## config.mk

```make
export PLATFORM = sky130hd
export DESIGN_NAME = eth_pkt_arb_flat
export DESIGN_NICKNAME = d
export VERILOG_FILES = /design/src/rtl/eth_pkt_arb_pkg.sv /design/src/rtl/eth_pkt_arb_if.sv /design/src/rtl/eth_rr_arb2.sv /design/src/rtl/eth_pkt_arb.sv /design/src/flat_wrapper.sv
export SDC_FILE = /design/constraint.sdc
export NUM_CORES = 1
export LEC_CHECK = 0
export ABC_AREA = 1
export CAP_MARGIN = 20
export CORE_ASPECT_RATIO = 0.5
export CORE_UTILIZATION = 38
export CTS_CLUSTER_SIZE = 28
export DETAILED_ROUTE_END_ITERATION = 6
export PLACE_DENSITY_LB_ADDON = 0.05
export REMOVE_ABC_BUFFERS = 1
export SYNTH_ARGS = -nofsm -noshare
export SYNTH_HDL_FRONTEND = slang
export SYNTH_SLANG_ARGS = --single-unit
```

## constraint.sdc

```tcl
create_clock -name clk -period 1.7 [get_ports clk]
set_input_delay 0.17 -clock clk [delete_from_list [all_inputs] [get_ports clk]]
set_output_delay 0.17 -clock clk [all_outputs]
set_load 0.03 [all_outputs]
```

## src/rtl/eth_pkt_arb_pkg.sv

```systemverilog
// Shared types and constants for the two-port packet arbiter (package eth_pkg).
// Words are 34 bits: [31:0] data, [32] start of packet, [33] end of packet.
package eth_pkg;
    localparam int WORD_W  = 34;
    localparam int SOP_BIT = 32;
    localparam int EOP_BIT = 33;

    typedef logic [WORD_W-1:0] eth_word_t;

    typedef enum logic [1:0] {
        IDLE,
        XFER,
        ABORT
    } arb_state_t;
endpackage

```

## src/rtl/eth_pkt_arb_if.sv

```systemverilog
// Bus bundle between the receive FIFOs, the arbiter and the shared output FIFO.
// Statistics counters exist only when ARB_STATS_EN is defined.
interface eth_pkt_arb_if;
    import eth_pkg::*;

    logic [1:0] reqEmpty;
    eth_word_t  reqData0;
    eth_word_t  reqData1;
    logic [1:0] reqRdEn;
    logic       outReady;
    logic       outWrEn;
    eth_word_t  outData;
    logic [1:0] grant;
    logic       outAbort;
`ifdef ARB_STATS_EN
    logic [15:0] pktCnt0;
    logic [15:0] pktCnt1;
    logic [15:0] abortCnt;
`endif

    modport master (
        input  reqEmpty, reqData0, reqData1, outReady,
        output reqRdEn, outWrEn, outData, grant, outAbort
`ifdef ARB_STATS_EN
        , output pktCnt0, pktCnt1, abortCnt
`endif
    );

    modport slave (
        output reqEmpty, reqData0, reqData1, outReady,
        input  reqRdEn, outWrEn, outData, grant, outAbort
`ifdef ARB_STATS_EN
        , input pktCnt0, pktCnt1, abortCnt
`endif
    );
endinterface

```

## src/rtl/eth_rr_arb2.sv

```systemverilog
// Two-request round-robin chooser: one-hot grant, preferring the requester
// that did not own the bus last. The pointer itself lives in the parent.
module eth_rr_arb2 (
    input  logic [1:0] req,
    input  logic       last_grant,
    output logic [1:0] gnt
);
    always_comb begin
        gnt = 2'b00;
        unique case (req)
            2'b01:   gnt = 2'b01;
            2'b10:   gnt = 2'b10;
            2'b11:   gnt = last_grant ? 2'b01 : 2'b10;
            default: gnt = 2'b00;
        endcase
    end
endmodule

```

## src/rtl/eth_pkt_arb.sv

```systemverilog
// Packet-granular round-robin merge of two show-ahead FIFOs onto one word bus,
// with stall/truncation abort. Define ARB_STATS_EN for packet/abort counters.
module eth_pkt_arb
    import eth_pkg::*;
#(
    parameter int STALL_MAX = 16   // legal range 2..255
) (
    input  logic          clk,
    input  logic          reset,
    eth_pkt_arb_if.master bus
);
    arb_state_t state_reg, state_next;
    logic [1:0] grant_reg, grant_next;
    logic       last_grant_reg, last_grant_next;
    logic       first_reg, first_next;
    logic [7:0] stall_cnt_reg, stall_cnt_next;
    logic       out_wr_reg, out_wr_next;
    eth_word_t  out_data_reg, out_data_next;

    eth_word_t  head [2];
    logic [1:0] sop_req;
    logic [1:0] stray;
    logic [1:0] pick;
    logic [1:0] rd_en;
    logic       g_idx;
    logic       g_empty;
    eth_word_t  g_head;
    logic       truncate;

    assign head[0] = bus.reqData0;
    assign head[1] = bus.reqData1;

    generate
        for (genvar gi = 0; gi < 2; gi++) begin : g_req
            assign sop_req[gi] = !bus.reqEmpty[gi] &&  head[gi][SOP_BIT];
            assign stray[gi]   = !bus.reqEmpty[gi] && !head[gi][SOP_BIT];
        end
    endgenerate

    eth_rr_arb2 u_rr (
        .req        (sop_req),
        .last_grant (last_grant_reg),
        .gnt        (pick)
    );

    assign g_idx    = grant_reg[1];
    assign g_empty  = bus.reqEmpty[g_idx];
    assign g_head   = head[g_idx];
    // A fresh SOP after the first word means the current packet was cut short.
    assign truncate = !g_empty && g_head[SOP_BIT] && !first_reg;

    always_ff @(posedge clk or posedge reset) begin
        if (reset) begin
            state_reg      <= IDLE;
            grant_reg      <= 2'b00;
            last_grant_reg <= 1'b1;
            first_reg      <= 1'b0;
            stall_cnt_reg  <= 8'd0;
            out_wr_reg     <= 1'b0;
            out_data_reg   <= '0;
        end else begin
            state_reg      <= state_next;
            grant_reg      <= grant_next;
            last_grant_reg <= last_grant_next;
            first_reg      <= first_next;
            stall_cnt_reg  <= stall_cnt_next;
            out_wr_reg     <= out_wr_next;
            out_data_reg   <= out_data_next;
        end
    end

    always_comb begin
        state_next      = state_reg;
        grant_next      = grant_reg;
        last_grant_next = last_grant_reg;
        first_next      = first_reg;
        stall_cnt_next  = stall_cnt_reg;
        out_wr_next     = 1'b0;
        out_data_next   = out_data_reg;
        unique case (state_reg)
            IDLE: begin
                if (|sop_req) begin
                    state_next     = XFER;
                    grant_next     = pick;
                    first_next     = 1'b1;
                    stall_cnt_next = 8'd0;
                end
            end
            XFER: begin
                // Back-pressure freezes everything, including the stall count.
                if (bus.outReady) begin
                    if (rd_en[g_idx]) begin
                        out_wr_next    = 1'b1;
                        out_data_next  = g_head;
                        first_next     = 1'b0;
                        stall_cnt_next = 8'd0;
                        if (g_head[EOP_BIT]) begin
                            last_grant_next = g_idx;
                            grant_next      = 2'b00;
                            state_next      = IDLE;
                        end
                    end else if (truncate) begin
                        state_next = ABORT;
                    end else begin
                        stall_cnt_next = stall_cnt_reg + 8'd1;
                        if (stall_cnt_next == 8'(STALL_MAX))
                            state_next = ABORT;
                    end
                end
            end
            ABORT: begin
                last_grant_next = g_idx;
                grant_next      = 2'b00;
                stall_cnt_next  = 8'd0;
                state_next      = IDLE;
            end
            default: state_next = IDLE;
        endcase
    end

    always_comb begin
        rd_en = 2'b00;
        if (!reset) begin
            if (state_reg == IDLE)
                rd_en = stray;
            else if (state_reg == XFER && !g_empty && bus.outReady && !truncate)
                rd_en[g_idx] = 1'b1;
        end
    end

    assign bus.reqRdEn  = rd_en;
    assign bus.outWrEn  = out_wr_reg;
    assign bus.outData  = out_data_reg;
    assign bus.grant    = grant_reg;
    assign bus.outAbort = (state_reg == ABORT);

`ifdef ARB_STATS_EN
    generate
        for (genvar gi = 0; gi < 2; gi++) begin : g_stats
            logic [15:0] cnt_reg;
            always_ff @(posedge clk or posedge reset) begin
                if (reset)
                    cnt_reg <= 16'd0;
                else if (state_reg == XFER && rd_en[gi] && head[gi][EOP_BIT] && cnt_reg != 16'hFFFF)
                    cnt_reg <= cnt_reg + 16'd1;
            end
        end
    endgenerate

    logic [15:0] abort_cnt_reg;
    always_ff @(posedge clk or posedge reset) begin
        if (reset)
            abort_cnt_reg <= 16'd0;
        else if (state_reg == ABORT && abort_cnt_reg != 16'hFFFF)
            abort_cnt_reg <= abort_cnt_reg + 16'd1;
    end

    assign bus.pktCnt0  = g_stats[0].cnt_reg;
    assign bus.pktCnt1  = g_stats[1].cnt_reg;
    assign bus.abortCnt = abort_cnt_reg;
`endif
endmodule

```

## src/flat_wrapper.sv

```systemverilog
// flat-port wrapper written by rule: the top's interface ports become plain ports
module eth_pkt_arb_flat import eth_pkg::*;
#(
    parameter int STALL_MAX = 16                        
)
  (clk, reset, bus_reqEmpty, bus_reqData0, bus_reqData1, bus_outReady, bus_reqRdEn, bus_outWrEn, bus_outData, bus_grant, bus_outAbort);
  eth_pkt_arb_if bus_i ();
  input  logic clk;
  input  logic reset;
  input wire logic [$bits(bus_i.reqEmpty)-1:0] bus_reqEmpty;
  input wire logic [$bits(bus_i.reqData0)-1:0] bus_reqData0;
  input wire logic [$bits(bus_i.reqData1)-1:0] bus_reqData1;
  input wire logic [$bits(bus_i.outReady)-1:0] bus_outReady;
  output wire logic [$bits(bus_i.reqRdEn)-1:0] bus_reqRdEn;
  output wire logic [$bits(bus_i.outWrEn)-1:0] bus_outWrEn;
  output wire logic [$bits(bus_i.outData)-1:0] bus_outData;
  output wire logic [$bits(bus_i.grant)-1:0] bus_grant;
  output wire logic [$bits(bus_i.outAbort)-1:0] bus_outAbort;
  assign bus_i.reqEmpty = bus_reqEmpty;
  assign bus_i.reqData0 = bus_reqData0;
  assign bus_i.reqData1 = bus_reqData1;
  assign bus_i.outReady = bus_outReady;
  assign bus_reqRdEn = bus_i.reqRdEn;
  assign bus_outWrEn = bus_i.outWrEn;
  assign bus_outData = bus_i.outData;
  assign bus_grant = bus_i.grant;
  assign bus_outAbort = bus_i.outAbort;
  eth_pkt_arb #(.STALL_MAX(STALL_MAX)) u_core (.clk(clk), .reset(reset), .bus(bus_i));
endmodule
```

==> impl_metrics.py, run 1 <==
metrics = {
    "status": {
        "outcome": "complete, but fails checks",
        "violations": "negative setup slack",
    },
    "sta": {
        "fin_skew_ns": 0.006636,
        "drv_slew": 0,
        "tightest_slew_ns": 0.5485,
        "grt_setup_unrepaired": "yes",
        "min_period_ns": 1.893,
        "final-setup-viol-count": 50,
        "slew-limit-headroom": 0.6344,
        "timing.final.crit_share": 1.113,
        "setup_ws_ns": -0.1926,
        "setup_tns_after_final_layout_ns": -6.303,
        "hold_viol_final": 0,
        "post_route_worst_hold_slack_ns": 0.1916,
        "fmaxAchievable_mhz": 528.4,
    },
    "critical_path": {
        "worstPathBufferInverterCount": 3,
        "startpoint_type": "flop",
        "reg2reg_from": "u_core.state_reg[1]",
        "worst_setup_path_endpoint": "u_core.bus.outData[1]",
        "crit_path_max_incr_delay_ns": 0.40,
        "path_class": "reg -> reg",
        "timing.critical_path.slowest_stage_cell": "dfrtp_1",
        "crit_path_end_kind": "flop",
        "timing.critical_path.required_ns": 1.88,
        "critPathLaunch": "u_core.state_reg[1]",
        "critical-path-top-cell-by-count": "nand2_2",
        "reg2reg_to": "u_core.bus.outData[1]",
        "path_delay_family": "simple AND/OR/NAND/NOR gates",
        "cells_along_the_critical_path": "inv_2, ha_4, nand2_4, nor2_4, nand3_1, nand2_2, nand3_2, nand2_2, nand3_4, buf_4, buf_12, nand2_1, o21ai_2",
        "worst-r2r-cell-count": 13,
        "r2r_slack_ns": -0.19,
        "timing.critical_path.arrival_ns": 2.07,
        "cp_num_cells": 13,
        "crit_path_max_fanout": 12,
    },
    "route": {
        "detail_route.wl_per_cell_um": 13.59,
        "starting_drt_drc_count": 117,
        "routed_via_density": 4.843,
        "final_antenna_net_count": 0,
        "via_count": 2678,
        "route.final.wire_length_um": 7515,
        "drt_drc_violations_left": 0,
        "first_pass_iters": 4,
    },
    "yosys": {
        "synthesis.yosys.warnings": 0,
        "synth.yosys.seq_area_share": 0.4696,
        "yosys-top-cells-area": "dfrtp_1, nand2_1, mux2i_1",
        "synth_cell_types": 27,
        "postSynthCellCount": 315,
        "post_synth.cell_area_avg_um2": 8.298,
        "yosys_register_bits": 49,
        "synth.cell_area_um2": 2614,
        "yosysTopAreaCell": "dfrtp_1",
        "synth_top_area_frac": 0.4596,
    },
    "place": {
        "global_placement_routability_congestion": 0.8445,
        "detailedPlacementHpwl_um": 5272,
        "place_worst_setup_slack_ns": -0.2474,
        "placement.io_buffers": 112,
        "place_inst": 531,
    },
    "clocking": {
        "h-tree-depth": 2,
        "clock-root-buffer": "clkbuf_16",
        "cts_buffers": 5,
        "clk_pin_slew_worst_paths_ns": 0.07,
        "insertion_delay_ns": 0.29,
        "clock_tree_from_tritoncts": "yes",
        "cts-root-to-sink-buffers": 2,
        "clkSinkCount": 49,
    },
    "finish": {
        "most_used_cells_in_the_layout_excluding_fill_and_tap_cells": "clkdlybuf4s50_1, nand2_1, dfrtp_1, buf_4, mux2i_1",
        "most_common_library_cell_in_the_layout_ignoring_fill_and_taps": "clkdlybuf4s50_1",
        "stdcell_count": 553,
        "diodes": 0,
        "layout.nets": 542,
        "area_delta_synth_final_pct": 72.71,
        "drive_above_1_share": 0.2065,
        "final.fill_count": 524,
        "largest_register_ffs": 34,
        "fin_util": 0.7102,
    },
    "die": {
        "die_area_um2": 7234,
        "num_io_pins": 113,
        "row_cnt": 20,
        "chipWidth_um": 119.3,
        "initial_core_util": 0.4112,
        "die_height_um": 60.65,
        "design.core.area_um2": 6356,
    },
    "global_route": {
        "first_global_vias": 2561,
        "grt_remaining_overflow": 0,
        "grt_first_pass_wirelength_um": 11800,
        "antenna_found_initial": 0,
        "grt_start_max_net_pins": 44,
        "combined_global_route_utilization_of_all_metal_layers": 0.2111,
    },
    "pwr": {
        "total_leakage_power_nw": 2.074,
        "ir_drop_mv": 0.7732,
        "power_density_nw_per_um2": 1576,
    },
    "run": {
        "cap_viol_max_count": 0,
    },
    "hold_path": {
        "min_path_type": "in -> async",
    },
}
==> cell type report <==
class / instances / area [um2] / area share
repair buffers: 155 / 1564 / 0.3465
inverters: 24 / 92.59 / 0.02051
clock buffers: 5 / 125.1 / 0.02772
multi-input cells: 229 / 1365 / 0.3024
well taps: 88 / 110.1 / 0.02439
clock inverters: 3 / 28.78 / 0.006375
flip-flops and latches: 49 / 1229 / 0.2722
==> cell usage after synthesis <==
cell      number
clkbuf_1       4
o21bai_1       1
nor3_1         1
o21ai_0        2
nand3_1       17
buf_2          3
inv_1         21
nor2_2         1
buf_1          3
o21ai_2        1
buf_6          2
xor2_1         1
inv_2          2
dfstp_2        1
nand3b_1       1
dfrtp_1       48
a21oi_1        2
ha_1           5
nand2_1       97
buf_4          1
mux2i_1       32
a211oi_1       1
clkinv_1       1
nor2_1        24
nand3_2        1
nand4_1        9
o21ai_1       33
==> what timing repair did <==
| action | CTS | global route |
|---|---|---|
| hold buffers | 0 | 0 |
| endpoints found under the setup margin | 52 | 52 |
| buffers inserted | 8 | 1 |
| cloned | 5 | 0 |
| resized for setup | 37 | 18 |
| pin swaps | 13 | 9 |
==> where the power goes <==
part	switching, mW	internal (mW)
registers	0.284	1.60
logic	2.28	1.92
clock network	0.462	0.564
==> worst min path at each step <==
stage	to	slack [ns]	cells after the start
2_1_floorplan	u_core.bus.outData[0]	0.36	2
3_5_place_dp	u_core.bus.grant[0]	0.46	2
4_1_cts	u_core.state_reg[0]	0.18	2
6_report	u_core.stall_cnt_reg[5]	0.19	2
5_1_grt	u_core.state_reg[0]	0.19	2
3_3_place_gp	u_core.last_grant_reg	0.46	2
==> through the flow <==
stage / power [mW] / instance area [um2]
after global placement: 5.529 / 3998
after detailed placement: 5.600 / 3998
after CTS: 7.012 / 4451
after global routing: 7.550 / 4514
final: 7.115 / 4514
after floorplan: 3.952 / 2542
==> routing by layer <==
| metal | up-vias | GRT usage | share of wire |
|---|---|---|---|
| met5 | - | 0 | 0 |
| met4 | 0 | 0.04107 | 0.0061 |
| met3 | 8 | 0.06861 | 0.066 |
| met2 | 78 | 0.3987 | 0.51 |
| met1 | 1260 | 0.2436 | 0.42 |
| li1 | 1332 | - | - |
==> cell families (layout without fill, tap and decap cells) <==
logic type,count (synthesis),in the layout,synth area share
simple gates,151,151,0.2389
flops,49,49,0.4696
compound gates,40,40,0.07995
buf+inv,37,187,0.06175
mux,32,32,0.1225
fa+ha+maj,5,5,0.02393
xor+xnor,1,1,0.003351
Power figures use the tool's default switching activity.
==> inputs of run 2 (changes only) <==
- SLEW_MARGIN: unset -> 10
==> results of run 2 <==
The final DEF is identical to that of run 1; final timing and power are the same.
==> inputs of run 3 (changes only) <==
- CELL_PAD_IN_SITES_DETAIL_PLACEMENT: unset -> 0
- CELL_PAD_IN_SITES_GLOBAL_PLACEMENT: unset -> 1
- CORE_UTILIZATION: 38 -> 32
- clock period: 1.7 -> 2.38 ns (I/O delays scaled with it)
==> run 3 against run 2 <==
  * The flow now finishes without violations
  * Register-to-register slack better by 0.53 ns
  * Sequential share of layout area is 3.5 points higher
  * Critical path depth is 4 lower
  * Combinational power is 42% lower
  * Clock-buffer cell count stayed put
  * Power is 37% lower
  * Clock power is 33% lower
  * Sequential power is 29% lower
  * Routed wire length is 12% lower
  * Via count is 8.8% lower
  * Clock skew is 0.0017 ns lower
  * Largest cell class is now sequential cells
==> impl_metrics.py, run 3 (same netlist as run 1, synthesis figures left out) <==
metrics = {
    "route": {
        "drt_drc_violations_left": 0,
        "first_pass_iters": 4,
        "starting_drt_drc_count": 117,
        "via_count": 2443,
        "routed_via_density": 4.558,
        "route.final.wire_length_um": 6642,
        "final_antenna_net_count": 0,
        "detail_route.wl_per_cell_um": 12.39,
    },
    "finish": {
        "most_used_cells_in_the_layout_excluding_fill_and_tap_cells": "clkdlybuf4s50_1, nand2_1, dfrtp_1, o21ai_1, mux2i_1",
        "most_common_library_cell_in_the_layout_ignoring_fill_and_taps": "clkdlybuf4s50_1",
        "fin_util": 0.5246,
        "layout.nets": 506,
        "largest_register_ffs": 34,
        "final.fill_count": 744,
        "drive_above_1_share": 0.05374,
        "diodes": 0,
        "area_delta_synth_final_pct": 53.04,
    },
    "critical_path": {
        "reg2reg_from": "u_core.state_reg[1]",
        "path_delay_family": "simple AND/OR/NAND/NOR gates",
        "r2r_slack_ns": 0.34,
        "worst-r2r-cell-count": 12,
        "cells_along_the_critical_path": "inv_1, ha_1, nand2_1, nor2_1, nand3_1, nand2_1, nand2_1, nor2_1, dlygate4sd2_1",
        "crit_path_max_fanout": 4,
        "path_class": "reg -> out",
        "crit_path_end_kind": "output port",
        "crit_path_max_incr_delay_ns": 0.42,
        "reg2reg_to": "u_core.bus.outData[22]",
        "critical-path-top-cell-by-count": "nand2_1",
        "startpoint_type": "flop",
        "worstPathBufferInverterCount": 2,
        "timing.critical_path.slowest_stage_cell": "dfrtp_1",
        "timing.critical_path.arrival_ns": 1.95,
        "timing.critical_path.required_ns": 2.14,
    },
    "clocking": {
        "cts-root-to-sink-buffers": 2,
        "postCtsSetupBuffers": 0,
        "insertion_delay_ns": 0.29,
        "clkSinkCount": 49,
        "clock_tree_from_tritoncts": "yes",
        "cts_buffers": 5,
        "hold_buffer_count_at_cts": 0,
        "h-tree-depth": 2,
        "clock-root-buffer": "clkbuf_16",
        "clk_pin_slew_worst_paths_ns": 0.06,
    },
    "global_route": {
        "grt_first_pass_wirelength_um": 10650,
        "grt_start_max_net_pins": 70,
        "combined_global_route_utilization_of_all_metal_layers": 0.1640,
        "antenna_found_initial": 0,
        "first_global_vias": 2309,
        "grt_remaining_overflow": 0,
    },
    "sta": {
        "final-setup-viol-count": 0,
        "min_period_ns": 2.191,
        "hold_viol_final": 0,
        "grt_setup_unrepaired": "no",
        "tightest_slew_ns": 0.6257,
        "setup_tns_after_final_layout_ns": 0,
        "fin_skew_ns": 0.004949,
        "timing.final.crit_share": 0.9208,
        "drv_slew": 0,
        "fmaxAchievable_mhz": 456.3,
        "slew-limit-headroom": 0.5829,
    },
    "die": {
        "design.core.area_um2": 7625,
        "die_area_um2": 8555,
        "row_cnt": 22,
        "die_height_um": 65.91,
        "initial_core_util": 0.3428,
        "chipWidth_um": 129.8,
        "num_io_pins": 113,
    },
    "pwr": {
        "total_leakage_power_nw": 1.819,
        "ir_drop_mv": 0.4207,
        "power_density_nw_per_um2": 1115,
    },
    "hold_path": {
        "min_path_type": "reg -> reg",
        "min_from": "u_core.last_grant_reg",
        "min_path_cells": 2,
        "hold_path_end": "u_core.last_grant_reg",
    },
    "place": {
        "placement.io_buffers": 112,
        "detailedPlacementHpwl_um": 5075,
        "global_placement_routability_congestion": 0.8276,
    },
    "status": {
        "outcome": "completed",
    },
    "run": {
        "cap_viol_max_count": 0,
    },
}
[run 3: cell count changes in the layout (fill, tap and decap cells not counted), sizes merged]
| cell | before | now |
|---|---|---|
| buf | 46 | 7 |
| clkdlybuf4s50 | 108 | 110 |
| inv | 25 | 23 |
| clkinvlp | 0 | 1 |
| dlygate4sd2 | 0 | 1 |
[run 3: timing repair]
item                                   in CTS  in global routing
resized for setup                           2                  2
endpoints found under the hold margin       0                  0
pin swaps                                   0                  0
setup endpoints to repair                   2                  1
[run 3: cell type report]
cell class,count,area [um2],area share
Clock buffer,5,125.1,0.03128
Clock inverter,2,16.27,0.004066
Inverter,24,90.09,0.02252
Multi-Input combinational cell,229,1225,0.3062
Sequential cell,49,1229,0.3072
Tap cell,108,135.1,0.03378
Timing Repair Buffer,119,1180,0.2950
[run 3: worst min-delay path, stage by stage, from the launching register on]
cell	delay (ns)
dfstp_2	0.37
nand2_1	0.06
nand2_1	0.04
[run 3: worst max-delay path by stage]
stage                   startpoint          endpoint  slack (ns)  cells past startpoint
6_report       u_core.state_reg[1]    bus_reqRdEn[0]        0.19                      9
5_1_grt        u_core.state_reg[1]    bus_reqRdEn[0]        0.03                      9
4_1_cts        u_core.state_reg[1]    bus_reqRdEn[1]        0.13                      9
3_5_place_dp          bus_outReady    bus_reqRdEn[1]        0.14                      8
3_3_place_gp          bus_outReady    bus_reqRdEn[1]        0.20                      8
2_1_floorplan  u_core.bus.grant[1]  u_core.first_reg       -1.21                     11
[run 3: metal layers]
metal / wire, um / vias to the layer above / global-route usage
li1: - / 1255 / -
met1: 2963 / 1113 / 0.2026
met4: 66 / 0 / 0.03779
met5: 0 / - / 0
met2: 3019 / 67 / 0.2607
met3: 592 / 8 / 0.07524
[run 3: where the power goes]
group	internal (mW)	leakage, nW	switching [mW]
Combinational	1.01	1.12	1.42
Clock	0.385	0.0659	0.304
Sequential	1.14	0.628	0.197
[run 3: through the flow]
step / power (mW) / hold slack (ns) / instances / area [um2] / setup WS [ns]
2_1_floorplan: 2.823 / 0.4328 / 302 / 2542 / -1.214
3_5_place_dp: 3.817 / 0.4707 / 529 / 3865 / 0.1395
5_1_grt: 4.789 / 0.4978 / 536 / 4000 / 0.03166
4_1_cts: 4.522 / 0.4793 / 536 / 4004 / 0.1322
6_report: 4.459 / 0.4741 / 536 / 4000 / 0.1885
3_3_place_gp: 3.791 / 0.4595 / 529 / 3865 / 0.1973
